`config.mk`:
```
export PLATFORM = sky130hd
export DESIGN_NAME = ps2_keyevent_module
export DESIGN_NICKNAME = d
export VERILOG_FILES = /design/src/rtl/ps2_pkg.sv /design/src/rtl/ps2_event_fifo.sv /design/src/rtl/ps2_keyevent_module.sv
export SDC_FILE = /design/constraint.sdc
export NUM_CORES = 1
export LEC_CHECK = 0
export BUFFER_PORTS_ARGS = -buffer_cell sky130_fd_sc_hd__buf_2
export CAP_MARGIN = 20
export CORE_MARGIN = 10
export CORE_UTILIZATION = 35
export CTS_CLUSTER_SIZE = 12
export DETAILED_ROUTE_END_ITERATION = 10
export PLACE_DENSITY = 0.52
export SETUP_SLACK_MARGIN = 0.15
export SYNTH_ARGS = -nofsm -noshare
export SYNTH_HDL_FRONTEND = slang
export SYNTH_SLANG_ARGS = --single-unit
```
`constraint.sdc`:
```
create_clock -name CLOCK -period 3.4 [get_ports CLOCK]
set_input_delay 0.68 -clock CLOCK [delete_from_list [all_inputs] [get_ports CLOCK]]
set_output_delay 0.68 -clock CLOCK [all_outputs]
set_load 0.03 [all_outputs]
```
`src/rtl/ps2_pkg.sv`:
```
// Shared scan-code constants, decoder state encoding and key event record
// for the PS/2 key event path.
package ps2_pkg;

    localparam logic [7:0] PFX_EXT    = 8'hE0;
    localparam logic [7:0] PFX_BRK    = 8'hF0;
    localparam logic [7:0] PFX_PAUSE  = 8'hE1;
    localparam logic [7:0] BAT_OK     = 8'hAA;
    localparam logic [7:0] LSHIFT     = 8'h12;
    localparam logic [7:0] RSHIFT     = 8'h59;
    localparam logic [7:0] CTRL       = 8'h14;
    localparam logic [7:0] ALT        = 8'h11;
    localparam logic [7:0] CAPS       = 8'h58;
    localparam logic [7:0] FAKE_SHIFT = 8'h12;

    typedef enum logic [2:0] {
        ST_IDLE   = 3'd0,
        ST_EXT    = 3'd1,
        ST_BRK    = 3'd2,
        ST_EXTBRK = 3'd3,
        ST_PAUSE  = 3'd4
    } decState_t;

    // Event record: {caps, alt, ctrl, shift}, extended flag, break flag, code.
    typedef struct packed {
        logic [3:0] mods;
        logic       ext;
        logic       brk;
        logic [7:0] code;
    } keyEvent_t;

    localparam int EVT_W = $bits(keyEvent_t);

    // Keyboard housekeeping bytes (ack, echo, resend, error) that carry no key.
    function automatic logic isFiller(input logic [7:0] b);
        return (b == 8'h00) || (b == 8'hFF) || (b == 8'hFA) ||
               (b == 8'hEE) || (b == 8'hFE);
    endfunction

endpackage

```
`src/rtl/ps2_event_fifo.sv`:
```
// Generic synchronous FIFO with a registered head: the head word and its
// valid flag are flops, so a push into an empty FIFO shows up one cycle later.
module ps2_event_fifo #(
    parameter int WIDTH = 14,
    parameter int DEPTH = 4
) (
    input  logic             clk,
    input  logic             srst,
    input  logic             push,
    input  logic [WIDTH-1:0] pushData,
    input  logic             pop,
    output logic [WIDTH-1:0] popData,
    output logic             full,
    output logic             empty
);

    localparam int AW = (DEPTH > 1) ? $clog2(DEPTH) : 1;

    logic [WIDTH-1:0] mem [DEPTH];
    logic [AW-1:0]    wrPtrReg, rdPtrReg, rdPtrNext;
    logic [AW:0]      countReg, countNext;
    logic [WIDTH-1:0] headReg, headNext;
    logic             validReg;
    logic             doPush, doPop;

    assign full    = (countReg == (AW+1)'(DEPTH));
    assign empty   = !validReg;
    assign popData = headReg;
    assign doPop   = pop && validReg;
    assign doPush  = push && (!full || doPop);

    // Next pointers/count and the word that becomes the head after this edge;
    // a write landing on the new head slot is forwarded directly.
    always_comb begin
        rdPtrNext = rdPtrReg + AW'(doPop);
        countNext = countReg + (AW+1)'(doPush) - (AW+1)'(doPop);
        headNext  = (doPush && (wrPtrReg == rdPtrNext)) ? pushData : mem[rdPtrNext];
    end

    // Storage array write port (no reset so it maps onto RAM).
    always_ff @(posedge clk) begin
        if (doPush) begin
            mem[wrPtrReg] <= pushData;
        end
    end

    // Pointers, occupancy and registered head.
    always_ff @(posedge clk) begin
        if (srst) begin
            wrPtrReg <= '0;
            rdPtrReg <= '0;
            countReg <= '0;
            headReg  <= '0;
            validReg <= 1'b0;
        end else begin
            wrPtrReg <= wrPtrReg + AW'(doPush);
            rdPtrReg <= rdPtrNext;
            countReg <= countNext;
            headReg  <= headNext;
            validReg <= (countNext != '0);
        end
    end

endmodule

```
`src/rtl/ps2_keyevent_module.sv`:
```
// Turns the scan-code-set-2 byte stream into buffered key events with a
// modifier snapshot. Decoded events are registered once, then pushed into
// the event FIFO on the following edge.
module ps2_keyevent_module
    import ps2_pkg::*;
#(
    parameter int FIFO_DEPTH = 4,
    parameter int PAUSE_LEN  = 7
) (
    input  logic       CLOCK,
    input  logic       RST,
    input  logic       iTrig,
    input  logic [7:0] iData,
    output logic       oValid,
    input  logic       iReady,
    output logic [7:0] oCode,
    output logic       oExt,
    output logic       oBreak,
    output logic [3:0] oMods,
    output logic       oOverflow
);

    localparam int PCW = $clog2(PAUSE_LEN + 1);

    decState_t      stateReg, stateNext;
    logic [PCW-1:0] pauseCntReg, pauseCntNext;
    logic           pauseLast;

    logic           evtFire, evtExt, evtBrk, batClear;
    logic [7:0]     evtCode;

    logic lshiftReg, rshiftReg, lctrlReg, rctrlReg, laltReg, raltReg, capsReg, capsHeldReg;
    logic lshiftNext, rshiftNext, lctrlNext, rctrlNext, laltNext, raltNext, capsNext, capsHeldNext;

    keyEvent_t      evtReg, evtNext;
    logic           evtValidReg;
    logic           overflowReg;

    logic           fifoPush, fifoPop, fifoFull, fifoEmpty;
    logic [EVT_W-1:0] headBits;
    keyEvent_t      headEvt;

    assign pauseLast = (pauseCntReg == PCW'(1));

    // Decoder state register.
    always_ff @(posedge CLOCK) begin
        if (RST) begin
            stateReg    <= ST_IDLE;
            pauseCntReg <= '0;
        end else begin
            stateReg    <= stateNext;
            pauseCntReg <= pauseCntNext;
        end
    end

    // Prefix folding: which state the next byte is interpreted in.
    always_comb begin
        stateNext    = stateReg;
        pauseCntNext = pauseCntReg;
        if (iTrig) begin
            case (stateReg)
                ST_IDLE: begin
                    if (iData == PFX_BRK) begin
                        stateNext = ST_BRK;
                    end else if (iData == PFX_EXT) begin
                        stateNext = ST_EXT;
                    end else if (iData == PFX_PAUSE) begin
                        stateNext    = ST_PAUSE;
                        pauseCntNext = PCW'(PAUSE_LEN);
                    end
                end
                ST_EXT:    stateNext = (iData == PFX_BRK) ? ST_EXTBRK : ST_IDLE;
                ST_BRK:    stateNext = ST_IDLE;
                ST_EXTBRK: stateNext = ST_IDLE;
                ST_PAUSE: begin
                    pauseCntNext = pauseCntReg - PCW'(1);
                    if (pauseLast) begin
                        stateNext = ST_IDLE;
                    end
                end
                default:   stateNext = ST_IDLE;
            endcase
        end
    end

    // Event generation for the byte arriving in the current state.
    always_comb begin
        evtFire  = 1'b0;
        evtExt   = 1'b0;
        evtBrk   = 1'b0;
        evtCode  = iData;
        batClear = 1'b0;
        if (iTrig) begin
            case (stateReg)
                ST_IDLE: begin
                    if (iData == BAT_OK) begin
                        batClear = 1'b1;
                    end else if (iData != PFX_BRK && iData != PFX_EXT &&
                                 iData != PFX_PAUSE && !isFiller(iData)) begin
                        evtFire = 1'b1;
                    end
                end
                ST_EXT: begin
                    if (iData != PFX_BRK && iData != FAKE_SHIFT) begin
                        evtFire = 1'b1;
                        evtExt  = 1'b1;
                    end
                end
                ST_BRK: begin
                    evtFire = 1'b1;
                    evtBrk  = 1'b1;
                end
                ST_EXTBRK: begin
                    if (iData != FAKE_SHIFT) begin
                        evtFire = 1'b1;
                        evtExt  = 1'b1;
                        evtBrk  = 1'b1;
                    end
                end
                ST_PAUSE: begin
                    if (pauseLast) begin
                        evtFire = 1'b1;
                        evtExt  = 1'b1;
                        evtCode = PFX_PAUSE;
                    end
                end
                default: ;
            endcase
        end
    end

    // Modifier tracking; caps_held stops typematic repeats from re-toggling.
    always_comb begin
        lshiftNext   = lshiftReg;
        rshiftNext   = rshiftReg;
        lctrlNext    = lctrlReg;
        rctrlNext    = rctrlReg;
        laltNext     = laltReg;
        raltNext     = raltReg;
        capsNext     = capsReg;
        capsHeldNext = capsHeldReg;
        if (batClear) begin
            lshiftNext   = 1'b0;
            rshiftNext   = 1'b0;
            lctrlNext    = 1'b0;
            rctrlNext    = 1'b0;
            laltNext     = 1'b0;
            raltNext     = 1'b0;
            capsNext     = 1'b0;
            capsHeldNext = 1'b0;
        end else if (evtFire) begin
            if (!evtExt && evtCode == LSHIFT) lshiftNext = !evtBrk;
            if (!evtExt && evtCode == RSHIFT) rshiftNext = !evtBrk;
            if (evtCode == CTRL) begin
                if (evtExt) rctrlNext = !evtBrk;
                else        lctrlNext = !evtBrk;
            end
            if (evtCode == ALT) begin
                if (evtExt) raltNext = !evtBrk;
                else        laltNext = !evtBrk;
            end
            if (!evtExt && evtCode == CAPS) begin
                if (evtBrk) begin
                    capsHeldNext = 1'b0;
                end else begin
                    if (!capsHeldReg) capsNext = !capsReg;
                    capsHeldNext = 1'b1;
                end
            end
        end
        evtNext.mods = {capsNext, laltNext | raltNext, lctrlNext | rctrlNext, lshiftNext | rshiftNext};
        evtNext.ext  = evtExt;
        evtNext.brk  = evtBrk;
        evtNext.code = evtCode;
    end

    // Modifier flags, the staged event and the overflow pulse.
    always_ff @(posedge CLOCK) begin
        if (RST) begin
            lshiftReg   <= 1'b0;
            rshiftReg   <= 1'b0;
            lctrlReg    <= 1'b0;
            rctrlReg    <= 1'b0;
            laltReg     <= 1'b0;
            raltReg     <= 1'b0;
            capsReg     <= 1'b0;
            capsHeldReg <= 1'b0;
            evtReg      <= '0;
            evtValidReg <= 1'b0;
            overflowReg <= 1'b0;
        end else begin
            lshiftReg   <= lshiftNext;
            rshiftReg   <= rshiftNext;
            lctrlReg    <= lctrlNext;
            rctrlReg    <= rctrlNext;
            laltReg     <= laltNext;
            raltReg     <= raltNext;
            capsReg     <= capsNext;
            capsHeldReg <= capsHeldNext;
            evtReg      <= evtNext;
            evtValidReg <= evtFire;
            overflowReg <= evtValidReg && fifoFull && !fifoPop;
        end
    end

    assign fifoPop  = !fifoEmpty && iReady;
    assign fifoPush = evtValidReg && (!fifoFull || fifoPop);

    ps2_event_fifo #(
        .WIDTH (EVT_W),
        .DEPTH (FIFO_DEPTH)
    ) u_fifo (
        .clk      (CLOCK),
        .srst     (RST),
        .push     (fifoPush),
        .pushData (evtReg),
        .pop      (fifoPop),
        .popData  (headBits),
        .full     (fifoFull),
        .empty    (fifoEmpty)
    );

    assign headEvt   = keyEvent_t'(headBits);
    assign oValid    = !fifoEmpty;
    assign oCode     = headEvt.code;
    assign oExt      = headEvt.ext;
    assign oBreak    = headEvt.brk;
    assign oMods     = headEvt.mods;
    assign oOverflow = overflowReg;

endmodule

```
### After elaboration in Yosys (flattened, before gate mapping)

Memories as Yosys holds them, arrays and structs flattened. A register that Yosys moved wholly into a read port is not among the register bits.
Cells that the tools add are included.

| cells by class | value |
|---|---|
| add/subtract/negate cells | 5 |
| multipliers | 0 |
| divide/modulo/power cells | 0 |
| order comparisons | 0 |
| equality and inequality tests | 28 |
| shift-type cells | 0 |
| multiplexer cells | 57 |
| bitwise operators | 3 |
| reduce and logical (&&, ||, !) cells | 33 |

Operator list:

| operator | count |
|---|---|
| == test 8 bit, second input constant | 8 |
| two-way mux 1 bit | 41 |
| == test 8 x 5 -> 1 bit, second input constant | 3 |
| two-way mux 8 bit | 3 |
| != test 8 bit, second input constant | 3 |
| two-way mux 3 bit | 7 |
| == test 8 x 7 -> 1 bit, second input constant | 2 |
| logical AND 1 bit | 13 |
| case mux 3 bit (3 select lines) | 1 |
| logical NOT 8 bit | 1 |
| != test 2 bit, second input constant | 4 |
| != test 8 x 5 -> 1 bit, second input constant | 1 |
| == test 3 x 1 -> 1 bit, second input constant | 2 |
| == test 3 x 2 -> 1 bit, second input constant | 2 |
| == test 3 bit, second input constant | 2 |
| logical NOT 1 bit | 6 |
| logical OR 1 bit | 6 |
| case mux 3 bit (2 select lines) | 1 |
| case mux 1 bit (5 select lines) | 1 |
| AND reduction 5 bit | 1 |
| adder 2 x 1 -> 2 bit | 2 |
| != test 4 bit, second input constant | 1 |
| adder 3 x 1 -> 3 bit | 1 |
| logical NOT 3 bit | 1 |
| other kinds (11) | 13 |

| word-level totals | value |
|---|---|
| flip-flop bits (word level) | 38 |
| latch bits | 0 |
| RAM bits | 56 |
| ROM bits | 0 |
| input port bits | 12 |
| output and inout bits | 16 |
| logic and storage cells | 147 |
| memories kept | 1 |

Memory list:

| name | words | bits a word | rd ports | clocked after Yosys merged registers in | wr ports | RTL line | text |
|---|---|---|---|---|---|---|---|
| u_fifo.mem | 4 | 14 | 1 | 1 | 1 | ps2_event_fifo.sv:19 | `logic [WIDTH-1:0] mem [DEPTH];` |

### Logic depth before layout (Yosys ltp)

Gate-level depths: netlist of run 1.

| depth | value |
|---|---|
| depth after elaboration | 14 |
| mapped depth | 10 |
| gate-level depth less buffers | 10 |

### Hierarchy

A second synthesis of run 1 with hierarchy kept.

| unflattened totals | value |
|---|---|
| cells, all modules | 330 |
| area total of the unflattened synthesis | 4383.0 um^2 |

Modules (own cells, without submodules):

| module | instances | cells each | area an instance (um^2) | sequential area each (um^2) |
|---|---|---|---|---|
| ps2_event_fifo | 1 | 162 | 2950.3 | 2122.0 |
| ps2_keyevent_module | 1 | 168 | 1432.6 | 580.6 |

### Least setup slack after synthesis of run 1

Ideal clock, no wire load.

| timing path | value |
|---|---|
| kind | input -> register |
| from | in iReady |
| to | reg u_fifo.headReg[2] (netlist: u_fifo.popData[2]), read port of u_fifo.mem |
| library setup time | 128 ps |
| data arrival time | 2530 ps |
| setup slack | 743 ps |
| cell stages on the path | 7 |
| cell sequence | and2_1 ha_1 buf_2 buf_1 mux4_2 mux2i_1 nor2_1 |

| between the ends | value |
|---|---|
| cells in the longest elaborated chain, start to end | 3 |

RTL lines:

| item | RTL line | text |
|---|---|---|
| start, declared | ps2_keyevent_module.sv:15 | `input logic iReady,` |
| logical AND 1 bit | ps2_keyevent_module.sv:206 | `assign fifoPop = !fifoEmpty && iReady;` |
| logical AND 1 bit | ps2_event_fifo.sv:29 | `assign doPop = pop && validReg;` |
| adder 2 x 1 -> 2 bit | ps2_event_fifo.sv:35 | `rdPtrNext = rdPtrReg + AW'(doPop);` |
| named net u_fifo.rdPtrNext[0] | ps2_event_fifo.sv:20 | `logic [AW-1:0] wrPtrReg, rdPtrReg, rdPtrNext;` |
| end, declared | ps2_event_fifo.sv:22 | `logic [WIDTH-1:0] headReg, headNext;` |

The timed path passes the listed nets, and every way through them passes these cells.
A chain may end at the register's enable or synchronous reset.

### Final worst setup path of run 1

| timing path | value |
|---|---|
| from | in iReady |
| to | reg u_fifo.validReg |

| between the ends | value |
|---|---|
| cells in the longest elaborated chain, start to end | 7 |
| elaborated cells on any way between the ends | 9 |
| those cells by class | add/sub: 2; reduce/logical: 7 |

RTL lines:

| item | RTL line | text |
|---|---|---|
| logical AND 1 bit * | ps2_keyevent_module.sv:206 |  |
| logical OR 1 bit or logical AND 1 bit (tied branches) | ps2_keyevent_module.sv:207, ps2_event_fifo.sv:29 |  |
| logical AND 1 bit or logical OR 1 bit (tied branches) | ps2_keyevent_module.sv:207, ps2_event_fifo.sv:30 |  |
| logical AND 1 bit | ps2_event_fifo.sv:30 | `assign doPush = push && (!full \|\| doPop);` |
| adder 3 x 1 -> 3 bit | ps2_event_fifo.sv:36 | `countNext = countReg + (AW+1)'(doPush) - (AW+1)'(doPop);` |
| subtractor 3 x 1 -> 3 bit * | ps2_event_fifo.sv:36 |  |
| nonzero test 3 bit * | ps2_event_fifo.sv:60 | `validReg <= (countNext != '0);` |
| end signal, assigned | ps2_event_fifo.sv:60 |  |
| end, declared | ps2_event_fifo.sv:23 | `logic validReg;` |

Every way passes the cells marked *; elsewhere a longest branch is shown, timed or not.

==> flow_metrics.env, run 1 <==
export IMPL_rsz0062_at_grt="no"
export IMPL_post_route_period_util_pct=73.20
export IMPL_core_area_sq_um=12160
export IMPL_async_flop_share_pct=0
export IMPL_cts_buffers=9
export IMPL_wire_per_inst_um=16.01
export IMPL_chipWidth_um=132.0
export IMPL_cts_root_buf="clkbuf_16"
export IMPL_postCtsSetupBuffers=0
export IMPL_routed_via_density=4.955
export IMPL_htree_levels=3
export IMPL_required_ns=3.61
export IMPL_clock_sinks=107
export IMPL_crit_fanout=5
export IMPL_p_per_area_nw_per_um2=634.0
export IMPL_finalSetupTns_ns=0
export IMPL_diodes=0
export IMPL_drtIter0Drc=176
export IMPL_die_h_um=132.0
export IMPL_yosys_warnings=0
export IMPL_min_period_ns=2.489
export IMPL_hpwl_um=5710
export IMPL_ys_types=55
export IMPL_antenna_left=0
export IMPL_drt_total_wl_um=8598
export IMPL_drc=0
export IMPL_hp_class="register to register"
export IMPL_p_leak_nw=1.792
export IMPL_num_rows=40
export IMPL_start_util_pct=36.08
export IMPL_finalSetupViolCount=0
export IMPL_clock_latency_ns=0.34
export IMPL_worstMarginPinSlew_ns=0.7242
export IMPL_rrSetupSlack_ns=1.02
export IMPL_yosysMostFrequentCell="edfxtp_1"
export IMPL_synth_seq_cells=107
export IMPL_dpl_instance_area_sq_um=4725
export IMPL_track_usage_pct=10.04
export IMPL_peakVddDrop_mv=0.1951
export IMPL_fin_skew_ns=0.006239
export IMPL_drv_cap=0
export IMPL_cts_buffer_depth=2
export IMPL_max_slew_margin_rel_pct=51.72
export IMPL_yosys_area_top_type="edfxtp_1"
export IMPL_synth_top_cell_area_share_pct=38.32
export IMPL_antenna_found_initial=0
export IMPL_design_area_sq_um=5004
export IMPL_syn_instance_count=334
export IMPL_synth_nets=353
export IMPL_dieArea_sq_um=17420
export IMPL_gp_congestion=0.8589
export IMPL_drt_pre_antenna_iters=4
export IMPL_syn_area_sq_um=4388
export IMPL_clk_pin_slew_ns=0.06
export IMPL_grt_pass1_wl_um=14080
export IMPL_endpoint_kind="register"
export IMPL_grt_max_degree=39
export IMPL_worstSetupPathType="primary input to register"
export IMPL_clock_fmax_ghz=0.4018
export IMPL_grt_overflow_total=0
export IMPL_hold_viol_final=0
export IMPL_slew_violations=0
export IMPL_synth_commonest_cells="56 x edfxtp_1, 51 x dfxtp_1, 45 x nor2_1"
export IMPL_drive_above_1_share_pct=22.22
export IMPL_nets=383
export IMPL_ctsResizeCount=0
export IMPL_syn_to_final_growth_pct=14.03
export IMPL_portBuffers=27
export IMPL_syn_area_per_cell_sq_um=13.14
export IMPL_seq_area_frac_synth_pct=61.59
export IMPL_num_vias=2661
export IMPL_synth_edff_count=56
export IMPL_status="finished, final reports clean"
export IMPL_grt_pass1_vias=2639
export IMPL_holdBufCountCts=0
export IMPL_synth_area_top_cells="edfxtp_1 38%, dfxtp_1 23%, mux4_2 7.2%"
export IMPL_cts_tree="built"
export IMPL_yosys_most_used_dff="edfxtp_1"
export IMPL_cp_data_arrival_time_ns=2.70
export IMPL_num_io_pins=28
export IMPL_cp_start_kind="primary input"
## state kept, by name (all words and copies together), names as in the netlist, 2 cells and up
| name | count |
|---|---|
| u_fifo.countReg | 3 |
| u_fifo.popData | 14 |
| pauseCntReg | 3 |
| evtReg | 13 |
| u_fifo.rdPtrReg | 2 |
| u_fifo.mem | 56 |
| u_fifo.wrPtrReg | 2 |
| stateReg | 3 |
## worst max-delay path, cell delays in order
cell	delay (ns)
buf_2	0.09
and2_1	0.15
or4b_2	0.63
nand2_1	0.16
inv_1	0.11
ha_1	0.19
inv_1	0.07
fa_1	0.18
xor2_1	0.18
xnor2_1	0.16
a31oi_1	0.10
## metal layers
layer	vias up	track usage, %	part of all wire, %
met5	-	0	0
met4	0	3.894	1.7
met3	10	2.782	3.9
met2	49	15.11	46
met1	1303	13.34	49
li1	1299	-	-
## final timing paths
| path | end | start | cells past startpoint |
|---|---|---|---|
| worst max-delay path | u_fifo.validReg | iReady | 11 |
| worst min-delay path | lctrlReg | lctrlReg | 2 |
| worst max register to register | u_fifo.validReg | u_fifo.validReg | 10 |
| worst min register to register | lctrlReg | lctrlReg | 2 |
## stage by stage
stage	hold slack (ns)	utilization [%]	cells	total power [mW]	setup WS (ns)
6_report	0.4703	41.14	537	3.172	0.9111
5_1_grt	0.4831	41.14	537	3.349	0.7716
4_1_cts	0.4734	41.14	537	3.230	0.8971
3_5_place_dp	0.4604	38.85	521	2.253	0.5226
3_3_place_gp	0.4618	38.85	521	2.249	0.5835
2_1_floorplan	0.4400	-	334	2.075	0.7428
## report_power, final
group          switching (mW)  internal [mW]  leakage (nW)
clock                   0.436          0.532         0.141
combinational           0.394          0.305         0.703
sequential             0.0407           1.46         0.948
## area by class of cell
cell class | count | area [sq um]
multi-input cells | 201 | 1583
clock inverters | 5 | 26.28
repair buffers | 34 | 187.7
inverters | 11 | 41.29
clock buffers | 11 | 252.7
flip-flops and latches | 107 | 2703
fillers | 1172 | 7158
well taps | 168 | 210.2
## cell usage in the layout, fill, tap and decap left out, types with 2 or more instances in the layout
cell,netlist,routed
clkbuf_8,0,2
xnor2_1,2,2
nor3b_1,3,3
o211ai_1,4,4
clkinv_1,0,2
clkbuf_16,0,9
edfxtp_1,56,56
mux2i_1,16,16
or4b_2,2,2
mux4_2,14,14
inv_1,11,11
dfxtp_1,51,51
ha_1,6,6
nor2_1,45,45
nor4b_1,3,3
o41ai_1,4,4
xor2_1,4,4
nor3_1,3,2
nand3_1,6,6
buf_4,1,7
or4_1,3,3
and2_1,8,8
o21ai_0,11,11
nand2b_1,2,2
clkinv_2,0,2
or3b_2,2,2
nand4_1,4,4
nor2b_1,6,6
nor3_2,1,2
a31oi_1,2,2
buf_2,5,27
and4_2,2,2
nand3b_1,2,2
nand2_1,16,16
nand4b_1,2,2
a21oi_1,6,6
o31ai_1,2,2
## cells by family (layout without fill, tap and decap cells)
logic type,count (synthesis),count (layout),share of synthesized area [%]
flip-flops,107,107,61.59
AND/OR/NAND/NOR,121,121,15.74
AO/OA/AOI/OAI,36,36,5.760
adder cells (fa/ha/maj),7,7,2.167
multiplexers,31,31,11.09
buffers and inverters,26,61,2.452
XOR/XNOR,6,6,1.198
Power figures use the tool's default switching activity.
==> run 2: changes to the inputs <==
Settings changed: PLACE_DENSITY 0.52 to 0.54.
Clock period 3.4 ns to 2 ns, I/O delays scaled along.
==> run 2 against run 1 <==
The run now ends with negative setup slack left. Wire length up 15%. Critical path type is now register to register. Flip-flop and latch count did not move. Non-clock buffer count increased by 62. Largest power group unchanged.
==> flow_metrics.env, run 2 (same netlist as run 1, synthesis figures left out) <==
export IMPL_status="finished, violations left"
export IMPL_violations="negative setup slack"
export IMPL_post_route_period_util_pct=104.0
export IMPL_start_util_pct=36.08
export IMPL_final_common_cell="edfxtp_1"
export IMPL_finalNonFillerCells=599
export IMPL_p_total_mw=5.907
export IMPL_design_area_sq_um=5959
export IMPL_min_period_ns=2.079
export IMPL_cts_buffer_depth=2
export IMPL_nets=445
export IMPL_peakVddDrop_mv=0.3876
export IMPL_p_per_area_nw_per_um2=991.3
export IMPL_drtIter0Drc=137
export IMPL_hold_viol_final=0
export IMPL_top_register="u_fifo.mem"
export IMPL_cts_tree="built"
export IMPL_cp_start_kind="register"
export IMPL_cp_data_arrival_time_ns=2.30
export IMPL_finalSetupTns_ns=-1.231
export IMPL_drv_cap=0
export IMPL_portBuffers=27
export IMPL_antenna_found_initial=0
export IMPL_hpwl_um=6505
export IMPL_final_cell_mix="56 x edfxtp_1, 52 x buf_4, 47 x dfxtp_1, 41 x nor2_1, 27 x buf_2"
export IMPL_worstMarginPinSlew_ns=0.4720
export IMPL_drive_above_1_share_pct=43.62
export IMPL_syn_to_final_growth_pct=35.81
export IMPL_clock_sinks=107
export IMPL_grt_pass1_wl_um=15360
export IMPL_grt_overflow_total=0
export IMPL_die_h_um=132.0
export IMPL_clock_latency_ns=0.34
export IMPL_worstSetupPathType="register to register"
export IMPL_dieArea_sq_um=17420
export IMPL_num_io_pins=28
export IMPL_dpl_instance_area_sq_um=5259
export IMPL_grt_pass1_vias=3000
export IMPL_routed_via_density=4.947
export IMPL_cts_root_buf="clkbuf_16"
export IMPL_diodes=0
export IMPL_fill_cells=1070
export IMPL_track_usage_pct=10.86
export IMPL_clock_fmax_ghz=0.4810
export IMPL_htree_levels=3
export IMPL_endpoint_kind="register"
export IMPL_chipWidth_um=132.0
export IMPL_hp_class="primary input to register"
export IMPL_drt_pre_antenna_iters=4
export IMPL_num_vias=2963
export IMPL_wire_per_inst_um=16.57
export IMPL_antenna_left=0
export IMPL_layout_setup_ws_ns=-0.07922
export IMPL_fin_skew_ns=0.007318
export IMPL_max_slew_margin_rel_pct=68.49
export IMPL_core_area_sq_um=12160
export IMPL_p_leak_nw=2.228
export IMPL_gp_congestion=0.8110
export IMPL_crit_fanout=3
export IMPL_placed_cells=570
export IMPL_num_rows=40
export IMPL_drc=0
export IMPL_grt_max_degree=32
export IMPL_slew_violations=0
export IMPL_largest_register_ffs=56
export IMPL_rsz0062_at_grt="yes"
export IMPL_drt_total_wl_um=9923
export IMPL_finalSetupViolCount=42
export IMPL_cts_buffers=9
export IMPL_required_ns=2.22
export IMPL_clk_pin_slew_ns=0.07
-- run 2: metal layers --
layer  share of wire, %  global-route usage (%)
met3                3.5                   3.087
met1                 45                   13.01
met2                 49                   18.20
met4                2.0                   3.770
met5                  0                       0
-- run 2: layout make-up --
type                    instances  area (sq um)  area share, %
repair buffers                 96         840.8          14.11
well taps                     168         210.2          3.527
flip-flops and latches        107          2710          45.48
clock inverters                 7         60.06          1.008
clock buffers                   9         225.2          3.779
inverters                      11         43.79         0.7348
multi-input cells             201          1869          31.37
-- run 2: worst max-delay path, cell delays in order, from the launching register on --
cell	delay (ns)
dfxtp_4	0.34
and2_4	0.15
or4b_4	0.50
nand2_4	0.10
inv_4	0.04
ha_4	0.14
inv_2	0.05
fa_2	0.21
xor2_2	0.19
xnor2_2	0.14
a31oi_1	0.09
-- run 2: metrics by stage --
step           util (%)  hold slack, ns  setup slack (ns)
3_5_place_dp      43.24          0.4756           -0.2422
6_report          49.00          0.3728          -0.07922
4_1_cts           46.66          0.3732          -0.07136
2_1_floorplan         -          0.4440           -0.1264
3_3_place_gp      43.24          0.4644           -0.2152
5_1_grt           49.00          0.3838           -0.1895
-- run 2: power by group --
part | internal, mW | switching [mW] | leakage, nW
clock | 0.869 | 0.824 | 0.136
combinational | 0.821 | 0.808 | 1.14
sequential | 2.49 | 0.0922 | 0.950
-- run 2: worst paths after layout --
path / start / to / slack, ns / cells past startpoint
worst max-delay path: u_fifo.validReg / u_fifo.validReg / -0.08 / 10
worst max register to register: u_fifo.validReg / u_fifo.validReg / -0.08 / 10
worst min-delay path: RST / u_fifo.popData[12] / 0.37 / 2
worst min register to register: rctrlReg / rctrlReg / 0.48 / 2
-- run 2: what timing repair did --
| action | in CTS | in global routing |
|---|---|---|
| pin swaps | 6 | 21 |
| resized for setup | 21 | 28 |
| gates cloned | 1 | 4 |
| setup buffers | 4 | 4 |
| hold buffers | 0 | 0 |
| setup endpoints to repair | 22 | 70 |
==> run 3: changes to the inputs <==
Settings changed: MAX_ROUTING_LAYER set to met4.
==> run 3 against run 2 <==
The flow still finishes with violations (negative setup slack). Critical path type unchanged. Fmax is essentially flat. Global-route usage grew 0.32 points. Die area is the same. Flip-flop and latch count is the same. Clock skew is essentially flat. Clock power is essentially flat.
==> flow_metrics.env, run 3 (same netlist as run 1, synthesis figures left out) <==
export IMPL_hpwl_um=6505
export IMPL_min_path_cells=2
export IMPL_critPathMaxStageDelay_ns=0.50
export IMPL_pwr_share_clk_pct=28.6
export IMPL_worstReg2RegStart="u_fifo.validReg"
export IMPL_p_leak_nw=2.227
export IMPL_grt_max_degree=32
export IMPL_grt_pass1_wl_um=15390
export IMPL_cp_slowest_cell="or4b_4"
export IMPL_hp_class="primary input to register"
export IMPL_p_per_area_nw_per_um2=988.2
export IMPL_slew_violations=0
export IMPL_final_cell_mix="56 x edfxtp_1, 52 x buf_4, 47 x dfxtp_1, 41 x nor2_1, 27 x buf_2"
export IMPL_num_io_pins=28
export IMPL_syn_to_final_growth_pct=35.81
export IMPL_num_vias=2901
export IMPL_clock_sinks=107
export IMPL_holdPathEnd="u_fifo.popData[12]"
export IMPL_antenna_left=0
export IMPL_swShare_pct=28.98
export IMPL_grtUsageMet2_pct=18.22
export IMPL_dieArea_sq_um=17420
export IMPL_worstSetupPathType="register to register"
export IMPL_clock_latency_ns=0.34
export IMPL_fill_cells=1072
export IMPL_diodes=0
export IMPL_endpoint_kind="register"
export IMPL_seq_power_share_pct=43.9
export IMPL_drv_cap=0
export IMPL_die_h_um=132.0
export IMPL_peakVddDrop_mv=0.3791
export IMPL_nets=445
export IMPL_use_met3_pct=2.896
export IMPL_grt_util_met1_pct=13.13
export IMPL_gp_congestion=0.8228
export IMPL_start_util_pct=36.08
export IMPL_crit_fanout=3
export IMPL_track_usage_pct=11.18
export IMPL_htree_levels=3
export IMPL_cts_buffers=9
export IMPL_required_ns=2.22
export IMPL_cts_root_buf="clkbuf_16"
export IMPL_cp_data_arrival_time_ns=2.30
export IMPL_core_area_sq_um=12160
export IMPL_crit_chain="and2_4 > or4b_4 > nand2_4 > inv_4 > ha_4 > inv_2 > fa_2 > xor2_2 > xnor2_2 > a31oi_1"
export IMPL_wire_per_inst_um=16.32
export IMPL_combinationalPowerShare_pct=27.5
export IMPL_top_usage_layer="met2"
export IMPL_cts_tree="built"
export IMPL_drtIter0Drc=175
export IMPL_chipWidth_um=132.0
export IMPL_rrSetupSlack_ns=-0.08
export IMPL_portBuffers=27
export IMPL_post_route_period_util_pct=104.0
export IMPL_regToRegEndpoint="u_fifo.validReg"
export IMPL_routed_via_density=4.843
export IMPL_min_from="RST"
export IMPL_top_register="u_fifo.mem"
export IMPL_cts_buffer_depth=2
export IMPL_drive_above_1_share_pct=43.62
export IMPL_switchingPower_mw=1.707
export IMPL_p_total_mw=5.889
export IMPL_rsz0062_at_grt="yes"
export IMPL_power_internal_mw=4.182
export IMPL_worstMarginPinSlew_ns=0.4782
export IMPL_num_rows=40
export IMPL_final_common_cell="edfxtp_1"
export IMPL_status="finished, violations left"
export IMPL_layout_setup_ws_ns=-0.07952
export IMPL_grt_overflow_total=0
export IMPL_finalSetupViolCount=42
export IMPL_r2r_cells=10
export IMPL_min_period_ns=2.080
export IMPL_clock_fmax_ghz=0.4809
export IMPL_place_ws_ns=-0.2422
export IMPL_clk_pin_slew_ns=0.07
export IMPL_drt_total_wl_um=9778
export IMPL_largest_register_ffs=56
export IMPL_drt_pre_antenna_iters=4
export IMPL_violations="negative setup slack"
export IMPL_holdBufCountCts=0
export IMPL_drc=0
export IMPL_hold_viol_final=0
export IMPL_max_slew_margin_rel_pct=68.07
export IMPL_fin_skew_ns=0.007180
export IMPL_cp_start_kind="register"
export IMPL_grt_pass1_vias=2995
export IMPL_antenna_found_initial=0
-- run 3: power groups by stage --
stage | clock (mW) | sequential [mW] | combinational, mW
3_3_place_gp | 0 | 2.61 | 1.36
3_5_place_dp | 0 | 2.62 | 1.37
5_1_grt | 1.81 | 2.61 | 1.77
4_1_cts | 1.73 | 2.57 | 1.40
6_report | 1.68 | 2.59 | 1.62
2_1_floorplan | 0 | 2.79 | 0.788
-- run 3: what timing repair did --
action,CTS,global route
endpoints found under the setup margin,22,70
endpoints found under the hold margin,0,0
cloned,1,4
setup buffers,4,4
gates resized for setup,21,28
pin swaps,6,22
-- run 3: cell type report --
cell class | count | area (sq um) | area share (%)
Tap cell | 168 | 210.2 | 3.527
Clock inverter | 7 | 60.06 | 1.008
Sequential cell | 107 | 2710 | 45.48
Timing Repair Buffer | 96 | 840.8 | 14.11
Inverter | 11 | 43.79 | 0.7348
Multi-Input combinational cell | 201 | 1869 | 31.37
Clock buffer | 9 | 225.2 | 3.779
-- run 3: how the worst max path moves through the flow --
stage                     slack [ns]  depth (start not counted)                 to            start
final                          -0.08                         10    u_fifo.validReg  u_fifo.validReg
after detailed placement       -0.24                          6            capsReg         iData[5]
after global routing           -0.19                         10    u_fifo.validReg  u_fifo.validReg
after floorplan                -0.13                          8  u_fifo.popData[1]  u_fifo.validReg
after global placement         -0.22                          7         evtReg[11]         iData[2]
after CTS                      -0.07                         10    u_fifo.validReg  u_fifo.validReg
-- run 3: routing by layer --
metal  share of wire [%]  wire length [um]
met2                  50              4886
met5                   0                 0
met1                  45              4423
met4                0.83                81
met3                 4.0               387
-- run 3: per-stage QoR --
step,utilization [%],hold slack (ns),setup TNS [ns],instances,cell area [sq um]
6_report,49.00,0.3770,-1.353,599,5959
3_5_place_dp,43.24,0.4756,-2.330,570,5259
2_1_floorplan,-,0.4440,-3.193,334,4506
3_3_place_gp,43.24,0.4644,-2.207,570,5259
5_1_grt,49.00,0.3835,-4.452,599,5959
4_1_cts,46.66,0.3732,-0.1785,591,5674
-- run 3: worst max-delay path, delay by kind of cell, from the launching register on --
kind / cells / cell delay [ns]
and+or+nand+nor: 3 / 0.75
buffers and inverters: 2 / 0.09
AOI/OAI and AO/OA: 1 / 0.09
xor gates and xnor gates: 2 / 0.32
adders and majority gates: 2 / 0.35
DFF: 1 / 0.34
